==> src/rtl/cmos_nvram_arbiter_if.sv <==
// rtl/cmos_nvram_arbiter_if.sv - CPU, HPS and RAM port bundle for the CMOS NVRAM arbiter
interface cmos_nvram_arbiter_if #(
    parameter int AW = 10,
    parameter int DW = 4
);
    logic          cpu_cs;
    logic          cpu_we;
    logic [AW-1:0] cpu_addr;
    logic [DW-1:0] cpu_din;
    logic [DW-1:0] cpu_dout;
    logic          cpu_pause;

    logic          hps_req;
    logic          hps_we;
    logic [AW-1:0] hps_addr;
    logic [7:0]    hps_din;
    logic [7:0]    hps_dout;
    logic          hps_ack;
    logic          hps_clr_dirty;

    logic [AW-1:0] ram_addr;
    logic          ram_we;
    logic [DW-1:0] ram_din;
    logic [DW-1:0] ram_dout;

    logic          dirty;
    logic          busy;

    modport slave (
        input  cpu_cs, cpu_we, cpu_addr, cpu_din,
        output cpu_dout, cpu_pause,
        input  hps_req, hps_we, hps_addr, hps_din, hps_clr_dirty,
        output hps_dout, hps_ack,
        output ram_addr, ram_we, ram_din,
        input  ram_dout,
        output dirty, busy
    );

    modport master (
        output cpu_cs, cpu_we, cpu_addr, cpu_din,
        input  cpu_dout, cpu_pause,
        output hps_req, hps_we, hps_addr, hps_din, hps_clr_dirty,
        input  hps_dout, hps_ack,
        input  ram_addr, ram_we, ram_din,
        output ram_dout,
        input  dirty, busy
    );
endinterface

==> src/rtl/cmos_nvram_arbiter.sv <==
// rtl/cmos_nvram_arbiter.sv - CPU-priority arbiter sharing the CMOS NVRAM with the HPS ioctl path
module cmos_nvram_arbiter #(
    parameter int AW          = 10,
    parameter int DW          = 4,
    parameter int HPS_TIMEOUT = 255
) (
    input  logic                i_clk_sys,
    input  logic                i_reset,
    cmos_nvram_arbiter_if.slave bus
);
    localparam logic [7:0] TIMEOUT = 8'(HPS_TIMEOUT);

    typedef enum logic [1:0] {
        ST_IDLE,
        ST_RDW,
        ST_ACK
    } state_t;

    state_t        r_state;
    state_t        w_state_nxt;
    logic [7:0]    r_wait_cnt;
    logic [7:0]    w_wait_cnt_nxt;
    logic          r_cpu_pause;
    logic          w_cpu_pause_nxt;
    logic          w_launch;
    logic [AW-1:0] r_hps_addr_last;
    logic          r_cpu_rd_d;
    logic [DW-1:0] r_cpu_dout;
    logic [7:0]    r_hps_dout;
    logic          r_dirty;

    always_comb begin
        w_state_nxt     = r_state;
        w_wait_cnt_nxt  = r_wait_cnt;
        w_cpu_pause_nxt = r_cpu_pause;
        w_launch        = 1'b0;
        case (r_state)
            ST_IDLE: begin
                if (!bus.hps_req) begin
                    w_wait_cnt_nxt  = 8'd0;
                    w_cpu_pause_nxt = 1'b0;
                end else if (!bus.cpu_cs) begin
                    w_launch       = 1'b1;
                    w_wait_cnt_nxt = 8'd0;
                    w_state_nxt    = bus.hps_we ? ST_ACK : ST_RDW;
                end else begin
                    // CPU owns this cycle: age the request, force a pause once starved
                    if (r_wait_cnt < TIMEOUT) begin
                        w_wait_cnt_nxt = r_wait_cnt + 8'd1;
                    end
                    if (w_wait_cnt_nxt == TIMEOUT) begin
                        w_cpu_pause_nxt = 1'b1;
                    end
                end
            end
            ST_RDW:  w_state_nxt = ST_ACK;
            ST_ACK:  w_state_nxt = ST_IDLE;
            default: w_state_nxt = ST_IDLE;
        endcase
        if (w_state_nxt == ST_ACK) begin
            w_cpu_pause_nxt = 1'b0;
        end
    end

    always_comb begin
        bus.ram_addr = r_hps_addr_last;
        bus.ram_we   = 1'b0;
        bus.ram_din  = bus.hps_din[DW-1:0];
        if (bus.cpu_cs) begin
            bus.ram_addr = bus.cpu_addr;
            bus.ram_we   = bus.cpu_we;
            bus.ram_din  = bus.cpu_din;
        end else if (w_launch) begin
            bus.ram_addr = bus.hps_addr;
            bus.ram_we   = bus.hps_we;
        end
    end

    always_ff @(posedge i_clk_sys) begin
        if (i_reset) begin
            r_state         <= ST_IDLE;
            r_wait_cnt      <= 8'd0;
            r_cpu_pause     <= 1'b0;
            r_hps_addr_last <= '0;
            r_cpu_rd_d      <= 1'b0;
            r_cpu_dout      <= '0;
            r_hps_dout      <= 8'd0;
            r_dirty         <= 1'b0;
        end else begin
            r_state     <= w_state_nxt;
            r_wait_cnt  <= w_wait_cnt_nxt;
            r_cpu_pause <= w_cpu_pause_nxt;
            if (w_launch) begin
                r_hps_addr_last <= bus.hps_addr;
            end
            r_cpu_rd_d <= bus.cpu_cs & ~bus.cpu_we;
            if (r_cpu_rd_d) begin
                r_cpu_dout <= bus.ram_dout;
            end
            // RAM output here belongs to the address presented in the launch cycle
            if (r_state == ST_RDW) begin
                r_hps_dout <= {{(8-DW){1'b0}}, bus.ram_dout};
            end
            if (bus.cpu_cs & bus.cpu_we) begin
                r_dirty <= 1'b1;
            end else if (bus.hps_clr_dirty) begin
                r_dirty <= 1'b0;
            end
        end
    end

    assign bus.cpu_dout  = r_cpu_dout;
    assign bus.cpu_pause = r_cpu_pause;
    assign bus.hps_dout  = r_hps_dout;
    assign bus.hps_ack   = (r_state == ST_ACK);
    assign bus.busy      = (r_state != ST_IDLE);
    assign bus.dirty     = r_dirty;
endmodule

==> src/flat_wrapper.sv <==
// flat-port wrapper written by rule: the top's interface ports become plain ports
module cmos_nvram_arbiter_flat 
#(
    parameter int AW          = 10,
    parameter int DW          = 4,
    parameter int HPS_TIMEOUT = 255
)
  (i_clk_sys, i_reset, bus_cpu_cs, bus_cpu_we, bus_cpu_addr, bus_cpu_din, bus_cpu_dout, bus_cpu_pause, bus_hps_req, bus_hps_we, bus_hps_addr, bus_hps_din, bus_hps_clr_dirty, bus_hps_dout, bus_hps_ack, bus_ram_addr, bus_ram_we, bus_ram_din, bus_ram_dout, bus_dirty, bus_busy);
  cmos_nvram_arbiter_if #(.AW(AW), .DW(DW)) bus_i ();
  input  logic i_clk_sys;
  input  logic i_reset;
  input wire logic [$bits(bus_i.cpu_cs)-1:0] bus_cpu_cs;
  input wire logic [$bits(bus_i.cpu_we)-1:0] bus_cpu_we;
  input wire logic [$bits(bus_i.cpu_addr)-1:0] bus_cpu_addr;
  input wire logic [$bits(bus_i.cpu_din)-1:0] bus_cpu_din;
  output wire logic [$bits(bus_i.cpu_dout)-1:0] bus_cpu_dout;
  output wire logic [$bits(bus_i.cpu_pause)-1:0] bus_cpu_pause;
  input wire logic [$bits(bus_i.hps_req)-1:0] bus_hps_req;
  input wire logic [$bits(bus_i.hps_we)-1:0] bus_hps_we;
  input wire logic [$bits(bus_i.hps_addr)-1:0] bus_hps_addr;
  input wire logic [$bits(bus_i.hps_din)-1:0] bus_hps_din;
  input wire logic [$bits(bus_i.hps_clr_dirty)-1:0] bus_hps_clr_dirty;
  output wire logic [$bits(bus_i.hps_dout)-1:0] bus_hps_dout;
  output wire logic [$bits(bus_i.hps_ack)-1:0] bus_hps_ack;
  output wire logic [$bits(bus_i.ram_addr)-1:0] bus_ram_addr;
  output wire logic [$bits(bus_i.ram_we)-1:0] bus_ram_we;
  output wire logic [$bits(bus_i.ram_din)-1:0] bus_ram_din;
  input wire logic [$bits(bus_i.ram_dout)-1:0] bus_ram_dout;
  output wire logic [$bits(bus_i.dirty)-1:0] bus_dirty;
  output wire logic [$bits(bus_i.busy)-1:0] bus_busy;
  assign bus_i.cpu_cs = bus_cpu_cs;
  assign bus_i.cpu_we = bus_cpu_we;
  assign bus_i.cpu_addr = bus_cpu_addr;
  assign bus_i.cpu_din = bus_cpu_din;
  assign bus_cpu_dout = bus_i.cpu_dout;
  assign bus_cpu_pause = bus_i.cpu_pause;
  assign bus_i.hps_req = bus_hps_req;
  assign bus_i.hps_we = bus_hps_we;
  assign bus_i.hps_addr = bus_hps_addr;
  assign bus_i.hps_din = bus_hps_din;
  assign bus_i.hps_clr_dirty = bus_hps_clr_dirty;
  assign bus_hps_dout = bus_i.hps_dout;
  assign bus_hps_ack = bus_i.hps_ack;
  assign bus_ram_addr = bus_i.ram_addr;
  assign bus_ram_we = bus_i.ram_we;
  assign bus_ram_din = bus_i.ram_din;
  assign bus_i.ram_dout = bus_ram_dout;
  assign bus_dirty = bus_i.dirty;
  assign bus_busy = bus_i.busy;
  cmos_nvram_arbiter #(.AW(AW), .DW(DW), .HPS_TIMEOUT(HPS_TIMEOUT)) u_core (.i_clk_sys(i_clk_sys), .i_reset(i_reset), .bus(bus_i));
endmodule
==> config.mk <==
export PLATFORM = sky130hd
export DESIGN_NAME = cmos_nvram_arbiter_flat
export DESIGN_NICKNAME = d
export VERILOG_FILES = /design/src/rtl/cmos_nvram_arbiter_if.sv /design/src/rtl/cmos_nvram_arbiter.sv /design/src/flat_wrapper.sv
export SDC_FILE = /design/constraint.sdc
export NUM_CORES = 1
export LEC_CHECK = 0
export ABC_AREA = 1
export BUFFER_PORTS_ARGS = -buffer_cell sky130_fd_sc_hd__buf_2
export CAP_MARGIN = 20
export CORE_ASPECT_RATIO = 0.5
export CORE_MARGIN = 3
export CORE_UTILIZATION = 25
export CTS_CLUSTER_DIAMETER = 40
export DETAILED_ROUTE_END_ITERATION = 8
export SETUP_SLACK_MARGIN = 0.2
export SYNTH_ARGS = -nofsm -noshare
export SYNTH_HDL_FRONTEND = slang
export SYNTH_SLANG_ARGS = --single-unit
==> constraint.sdc <==
create_clock -name i_clk_sys -period 1.3 [get_ports i_clk_sys]
set_input_delay 0.26 -clock i_clk_sys [delete_from_list [all_inputs] [get_ports i_clk_sys]]
set_output_delay 0.26 -clock i_clk_sys [all_outputs]
set_load 0.05 [all_outputs]
==> results of run 1 <==
[power breakdown]
| part | internal, mW | switching (mW) | total (mW) |
|---|---|---|---|
| Combinational | 0.379 | 0.481 | 0.860 |
| Clock | 0.705 | 0.378 | 1.08 |
| Sequential | 0.980 | 0.0217 | 1.00 |
[cell families (layout without fill, tap and decap cells)]
kind of cell	Yosys count	count (layout)	share of synthesized area
muxes	10	10	0.06499
buffers and inverters	27	130	0.08203
other	1	4	0.002435
xor gates and xnor gates	2	2	0.01137
and+or+nand+nor	116	116	0.3095
adders and majority gates	1	1	0.008122
AOI/OAI and AO/OA	34	34	0.1186
DFF	31	31	0.4029
[cell usage in the layout (no fill, tap or decap), types with 2 or more instances in the layout]
cell type / n
nand2_1: 53
buf_2: 37
buf_4: 36
dfxtp_1: 26
buf_6: 21
nand2_4: 17
nand2_2: 14
nor2_1: 14
a21oi_1: 12
mux2i_4: 10
o21ai_4: 10
inv_1: 8
buf_8: 8
a21oi_2: 7
nand3_1: 6
clkbuf_16: 6
inv_2: 4
nor2_4: 4
nor2_2: 4
conb_1: 4
buf_12: 3
dfxtp_2: 3
o21bai_1: 2
nand3_2: 2
o21ai_0: 2
clkbuf_1: 2
dfxtp_4: 2
[synth_stat cells, types with 4 or more instances]
cell,n
nand2_1,80
buf_4,4
nand3_1,8
inv_2,4
mux2i_1,10
nor2_1,19
a21oi_1,18
nand2_2,4
clkbuf_1,5
inv_1,9
o21ai_1,10
dfxtp_1,31
[per-layer routing]
layer | wire length, um | track usage
met1 | 2048 | 0.1526
met2 | 2696 | 0.2611
met3 | 177 | 0.03337
met4 | 93 | 0.06536
met5 | 0 | 0
[stage by stage]
stage               total power [mW]  utilization  std cells
floorplan                      1.498            -        225
global placement               1.643       0.4178        371
detailed placement             1.653       0.4178        371
CTS                            2.913       0.5114        392
global route                   3.070       0.5507        401
finish                         2.944       0.5507        401
[state kept, by name, summed over array words and instances (netlist names)]
register	cells
u_core.r_cpu_rd_d	1
u_core.bus.cpu_dout	4
u_core.r_hps_addr_last	10
u_core.bus.dirty	1
u_core.r_wait_cnt	8
u_core.bus.hps_dout	4
u_core.bus.cpu_pause	1
u_core.r_state	2
[how the worst max path moves through the flow]
stage,slack [ns],startpoint,endpoint,cells after the start
6_report,-0.52,u_core.r_state[0],bus_ram_addr[8],7
5_1_grt,-0.59,u_core.r_state[1],bus_ram_addr[8],7
4_1_cts,-0.57,u_core.r_state[1],bus_ram_addr[0],7
3_5_place_dp,-0.38,bus_cpu_cs,bus_ram_addr[9],8
3_3_place_gp,-0.36,bus_cpu_cs,bus_ram_addr[2],8
2_1_floorplan,-0.21,bus_cpu_cs,bus_ram_addr[0],7
[layout make-up]
| class | count | area (um^2) | area share |
|---|---|---|---|
| multi-input combinational | 167 | 1277 | 0.4066 |
| timing repair buffer | 107 | 929.6 | 0.2959 |
| sequential | 31 | 631.9 | 0.2011 |
| clock buffer | 7 | 132.6 | 0.04221 |
| tap | 73 | 91.34 | 0.02907 |
| inverter | 15 | 73.82 | 0.02350 |
| clock inverter | 1 | 5.005 | 0.001593 |
[repair_timing]
item                                    CTS  global route
pin swaps                                18            17
buffers inserted                         11             9
endpoints found under the setup margin   47            43
cloned                                    2             0
resized for setup                        83            44
==> impl_metrics.json, run 1 <==
{
  "status": "finished, violations left",
  "failed_checks": "setup timing",
  "setup_viol": 27,
  "rrSetupSlack_ns": -0.16,
  "worstSetupPathType": "register to output pin",
  "crit_required_ns": 1.04,
  "preCtsSetupSlack_ns": -0.3795,
  "synthCells": 222,
  "clockBufferDepth": 2,
  "yosysUniqueCellTypes": 29,
  "die_height_um": 61.50,
  "r2r-end": "u_core.r_hps_addr_last[8]",
  "drt_iter0_drc": 35,
  "routedWlPerCell_um": 12.51,
  "min_period_ns": 1.821,
  "grt_first_pass_wirelength_um": 7645,
  "cp_top_family": "buffers and inverters",
  "grt-ovfl-total": 0,
  "rows": 19,
  "first_global_vias": 1709,
  "critPathBufInv": 3,
  "cts_buffers": 5,
  "seq_area_frac_synth": 0.4029,
  "ys.flop_type": "dfxtp_1",
  "num_antenna_cells": 0,
  "worstPathArrival_ns": 1.56,
  "path_max_fanout": 5,
  "ioPinCount": 74,
  "min_path_cells": 2,
  "via_count": 1820,
  "drv_cap": 0,
  "gp_congestion": 0.7767,
  "avgSynthCellArea_um2": 6.938,
  "synth.top_cells.by_area": "dfxtp_1 (40%), nand2_1 (19%), mux2i_1 (6.5%)",
  "die_x_um": 117.0,
  "cts_tree": "yes",
  "worstSetupStartpointType": "register",
  "area_delta_synth_final_pct": 104.0,
  "ant_nets": 0,
  "async_reset_ff_frac": 0,
  "routed_wl_um": 5016,
  "yosysTopAreaCellShare": 0.4029,
  "hold_viol": 0,
  "cp-end-kind": "output pin",
  "synth_edf_count": 0,
  "fin_area_um2": 3142,
  "drtPass1Iterations": 4,
  "grt_usage": 0.1391,
  "cellPowerDensity_nw_per_um2": 937.1,
  "hold_class": "primary input to register",
  "period_share": 1.401,
  "slowest_delay_ns": 0.32,
  "place_hpwl_um": 3296,
  "netlist_area_um2": 1540,
  "slew_viol_final": 0,
  "cts.sinks": 31,
  "initial_utilization": 0.2700,
  "hold_slack_ns": 0.1645,
  "crit_chain": "inv_2 -> nand2_4 -> nor2_4 -> clkbuf_16 -> mux2i_4 -> o21ai_4 -> buf_6",
  "drive_gt1_frac": 0.5945,
  "dieArea_um2": 7196,
  "finClkSkew_ns": 0.002172,
  "tns_ns": -6.480,
  "core_um2": 5705,
  "root_buffer": "clkbuf_16",
  "grt_max_degree": 25,
  "fillers": 487,
  "leakagePower_nw": 1.386,
  "worst_pin_slew_ns": 0.5241,
  "cp_slowest_cell": "dfxtp_2",
  "rsz0062_at_grt": "yes",
  "placed_cell_area_um2": 2384,
  "rr_startpoint": "u_core.r_state[0]",
  "worstHoldEndpoint": "u_core.r_cpu_rd_d",
  "fmax_ghz": 0.5492,
  "yosys.area.top_type": "dfxtp_1",
  "clock_latency_ns": 0.27,
  "relSlewSlack": 0.6506,
  "ff2ff_path_depth": 8,
  "nets": 371,
  "setup_slack_ns": -0.5209,
  "synth_warnings": 0,
  "hp-start": "bus_cpu_we",
  "antenna_found_initial": 0,
  "route.detailed.drc": 0,
  "clkTransAtPathRegs_ns": 0.05,
  "place.port_buffers": 65,
  "vdd_drop_max_uv": 444.0,
  "ys_seq_elements": 31,
  "ctsHoldBuffers": 0,
  "h-tree-depth": 2,
  "viasPerCell": 4.539
}
Note: power is estimated with default switching activity, not from simulation.
==> inputs of run 2 (changes only) <==
--- a/config.mk
+++ b/config.mk
@@ -9,7 +9,6 @@
 export BUFFER_PORTS_ARGS = -buffer_cell sky130_fd_sc_hd__buf_2
 export CAP_MARGIN = 20
 export CORE_ASPECT_RATIO = 0.5
-export CORE_MARGIN = 3
 export CORE_UTILIZATION = 25
 export CTS_CLUSTER_DIAMETER = 40
 export DETAILED_ROUTE_END_ITERATION = 8
==> run 2 against run 1 <==
The run still ends with setup timing left. Routed wire length decreased by 6.7%. Register-to-register slack improved by 0.02 ns. Clock power increased by 19%. Largest power group unchanged. Sequential share of layout area increased by 0.47 points. Sequential power about the same. Global-route usage increased by 0.47 points. Cell count decreased by 3.0%. First-iteration DRC count increased by 150%. Count of clock-buffer cells in the layout unchanged. Highest routed layer unchanged. Flip-flop and latch count unchanged. Worst setup slack got worse by 0.0095 ns. Critical endpoint is now bus_ram_addr[4]. Non-clock buffer count decreased by 12.
==> impl_metrics.json, run 2 (synthesis results as in run 1) <==
{
  "power_frac_comb": 0.261,
  "place.port_buffers": 65,
  "routed_wl_um": 4681,
  "largest_register_ffs": 10,
  "pwr-share-clk": 0.416,
  "die_height_um": 57.50,
  "num_antenna_cells": 0,
  "root_buffer": "clkbuf_16",
  "worstPathArrival_ns": 1.57,
  "placed_cell_area_um2": 2361,
  "place_hpwl_um": 3067,
  "area.sequential_um2": 633.1,
  "hold_class": "primary input to register",
  "clkTransAtPathRegs_ns": 0.05,
  "top_regs": "u_core.r_hps_addr_last x10, u_core.r_wait_cnt x8",
  "h-tree-depth": 2,
  "cp-end-kind": "output pin",
  "p_switching_mw": 0.8948,
  "pwr-share-seq": 0.323,
  "drive_gt1_frac": 0.6013,
  "grt-ovfl-total": 0,
  "setup_viol": 23,
  "vdd_drop_max_uv": 470.2,
  "grt_max_degree": 20,
  "status": "finished, violations left",
  "crit_required_ns": 1.04,
  "core_um2": 5705,
  "final_cell_mix": "nand2_1 (49), buf_2 (37), dfxtp_1 (25)",
  "rsz0062_at_grt": "yes",
  "tns_ns": -6.021,
  "swShare": 0.2892,
  "route.detailed.drc": 0,
  "first_global_vias": 1641,
  "routedWlPerCell_um": 12.03,
  "dieArea_um2": 6498,
  "finClkSkew_ns": 0.005098,
  "worstSetupStartpointType": "register",
  "fillers": 492,
  "slew_viol_final": 0,
  "clock_latency_ns": 0.27,
  "ctsHoldBuffers": 0,
  "path_max_fanout": 5,
  "rows": 19,
  "fmax_ghz": 0.5463,
  "cts.sinks": 31,
  "antenna_found_initial": 0,
  "cts_tree": "yes",
  "cellPowerDensity_nw_per_um2": 1006,
  "period_share": 1.408,
  "multiInputGateArea_um2": 1285,
  "grt_usage": 0.1439,
  "failed_checks": "setup timing",
  "area_delta_synth_final_pct": 99.68,
  "gp_congestion": 0.8355,
  "nets": 359,
  "internal-power_mw": 2.199,
  "drv_cap": 0,
  "ioPinCount": 74,
  "drtPass1Iterations": 4,
  "min_period_ns": 1.830,
  "hold_viol": 0,
  "setup_slack_ns": -0.5304,
  "die_x_um": 113.0,
  "cts_buffers": 5,
  "worstSetupPathType": "register to output pin",
  "fin_area_um2": 3075,
  "leakagePower_nw": 1.326,
  "via_count": 1738,
  "mostFrequentLayoutCell": "nand2_1",
  "viasPerCell": 4.468,
  "grt_first_pass_wirelength_um": 7265,
  "regMostFlops": "u_core.r_hps_addr_last",
  "clockBufferDepth": 2,
  "drt_iter0_drc": 87,
  "ant_nets": 0,
  "initial_utilization": 0.2700
}
run 2: cell types whose count changed in the layout (fill, tap and decap cells not counted), moves of 2 or more:
cell | before | now
buf_4 | 36 | 24
buf_6 | 21 | 24
buf_8 | 8 | 6
clkbuf_1 | 2 | 0
nand2_1 | 53 | 49
nand2_2 | 14 | 21
nand2_4 | 17 | 14
nand3_2 | 2 | 0
nand3_4 | 0 | 2
run 2: cell type report:
class,count,area share
Clock buffer,7,0.05330
Clock inverter,1,0.001627
Inverter,15,0.02400
Multi-Input combinational cell,167,0.4178
Sequential cell,31,0.2059
Tap cell,73,0.02970
Timing Repair Buffer,95,0.2677
run 2: metrics by stage:
stage          total power, mW  setup WS (ns)    util  instances  hold WS [ns]
2_1_floorplan            1.498        -0.2142       -        225        0.3366
3_3_place_gp             1.644        -0.3604  0.4138        368        0.4446
3_5_place_dp             1.652        -0.3834  0.4138        368        0.4480
4_1_cts                  3.082        -0.5701  0.5081        386        0.1652
5_1_grt                  3.224        -0.5999  0.5390        389        0.1719
6_report                 3.094        -0.5304  0.5390        389        0.1731
run 2: path summary, 6_finish.rpt:
| kind | end | from | depth (start not counted) | slack [ns] |
|---|---|---|---|---|
| hold reg to reg | u_core.bus.cpu_pause | u_core.bus.cpu_pause | 2 | 0.46 |
| setup reg to reg | u_core.bus.cpu_pause | u_core.r_wait_cnt[1] | 10 | -0.14 |
| setup / recovery | bus_ram_addr[4] | u_core.r_state[0] | 7 | -0.53 |
| hold / removal | u_core.r_cpu_rd_d | bus_cpu_we | 2 | 0.17 |
run 2: layer usage:
metal	vias up	share of wire	track usage
met3	5	0.031	0.03507
met5	-	0	0
met1	819	0.42	0.1688
li1	884	-	-
met2	30	0.54	0.2621
met4	0	0.0081	0.04699
run 2: power groups by stage:
stage               logic (mW)  registers, mW  clock network [mW]
finish                   0.807           1.00                1.29
global route             0.849           1.00                1.37
CTS                      0.775          0.999                1.31
detailed placement       0.632           1.02                   0
global placement         0.625           1.02                   0
floorplan                0.450           1.05                   0
run 2: repair_timing:
item,in CTS,in global routing
gates resized for setup,81,46
setup endpoints to repair,47,42
cloned,2,0
pin swaps,14,12
setup buffers,8,3
run 2: critical path, cell delays in order (launching register included):
cell and delay, ns:
dfxtp_2 0.32, inv_2 0.07, nand2_4 0.06, nor2_4 0.15, clkbuf_16 0.20, mux2i_4 0.26
o21ai_4 0.07, buf_6 0.15
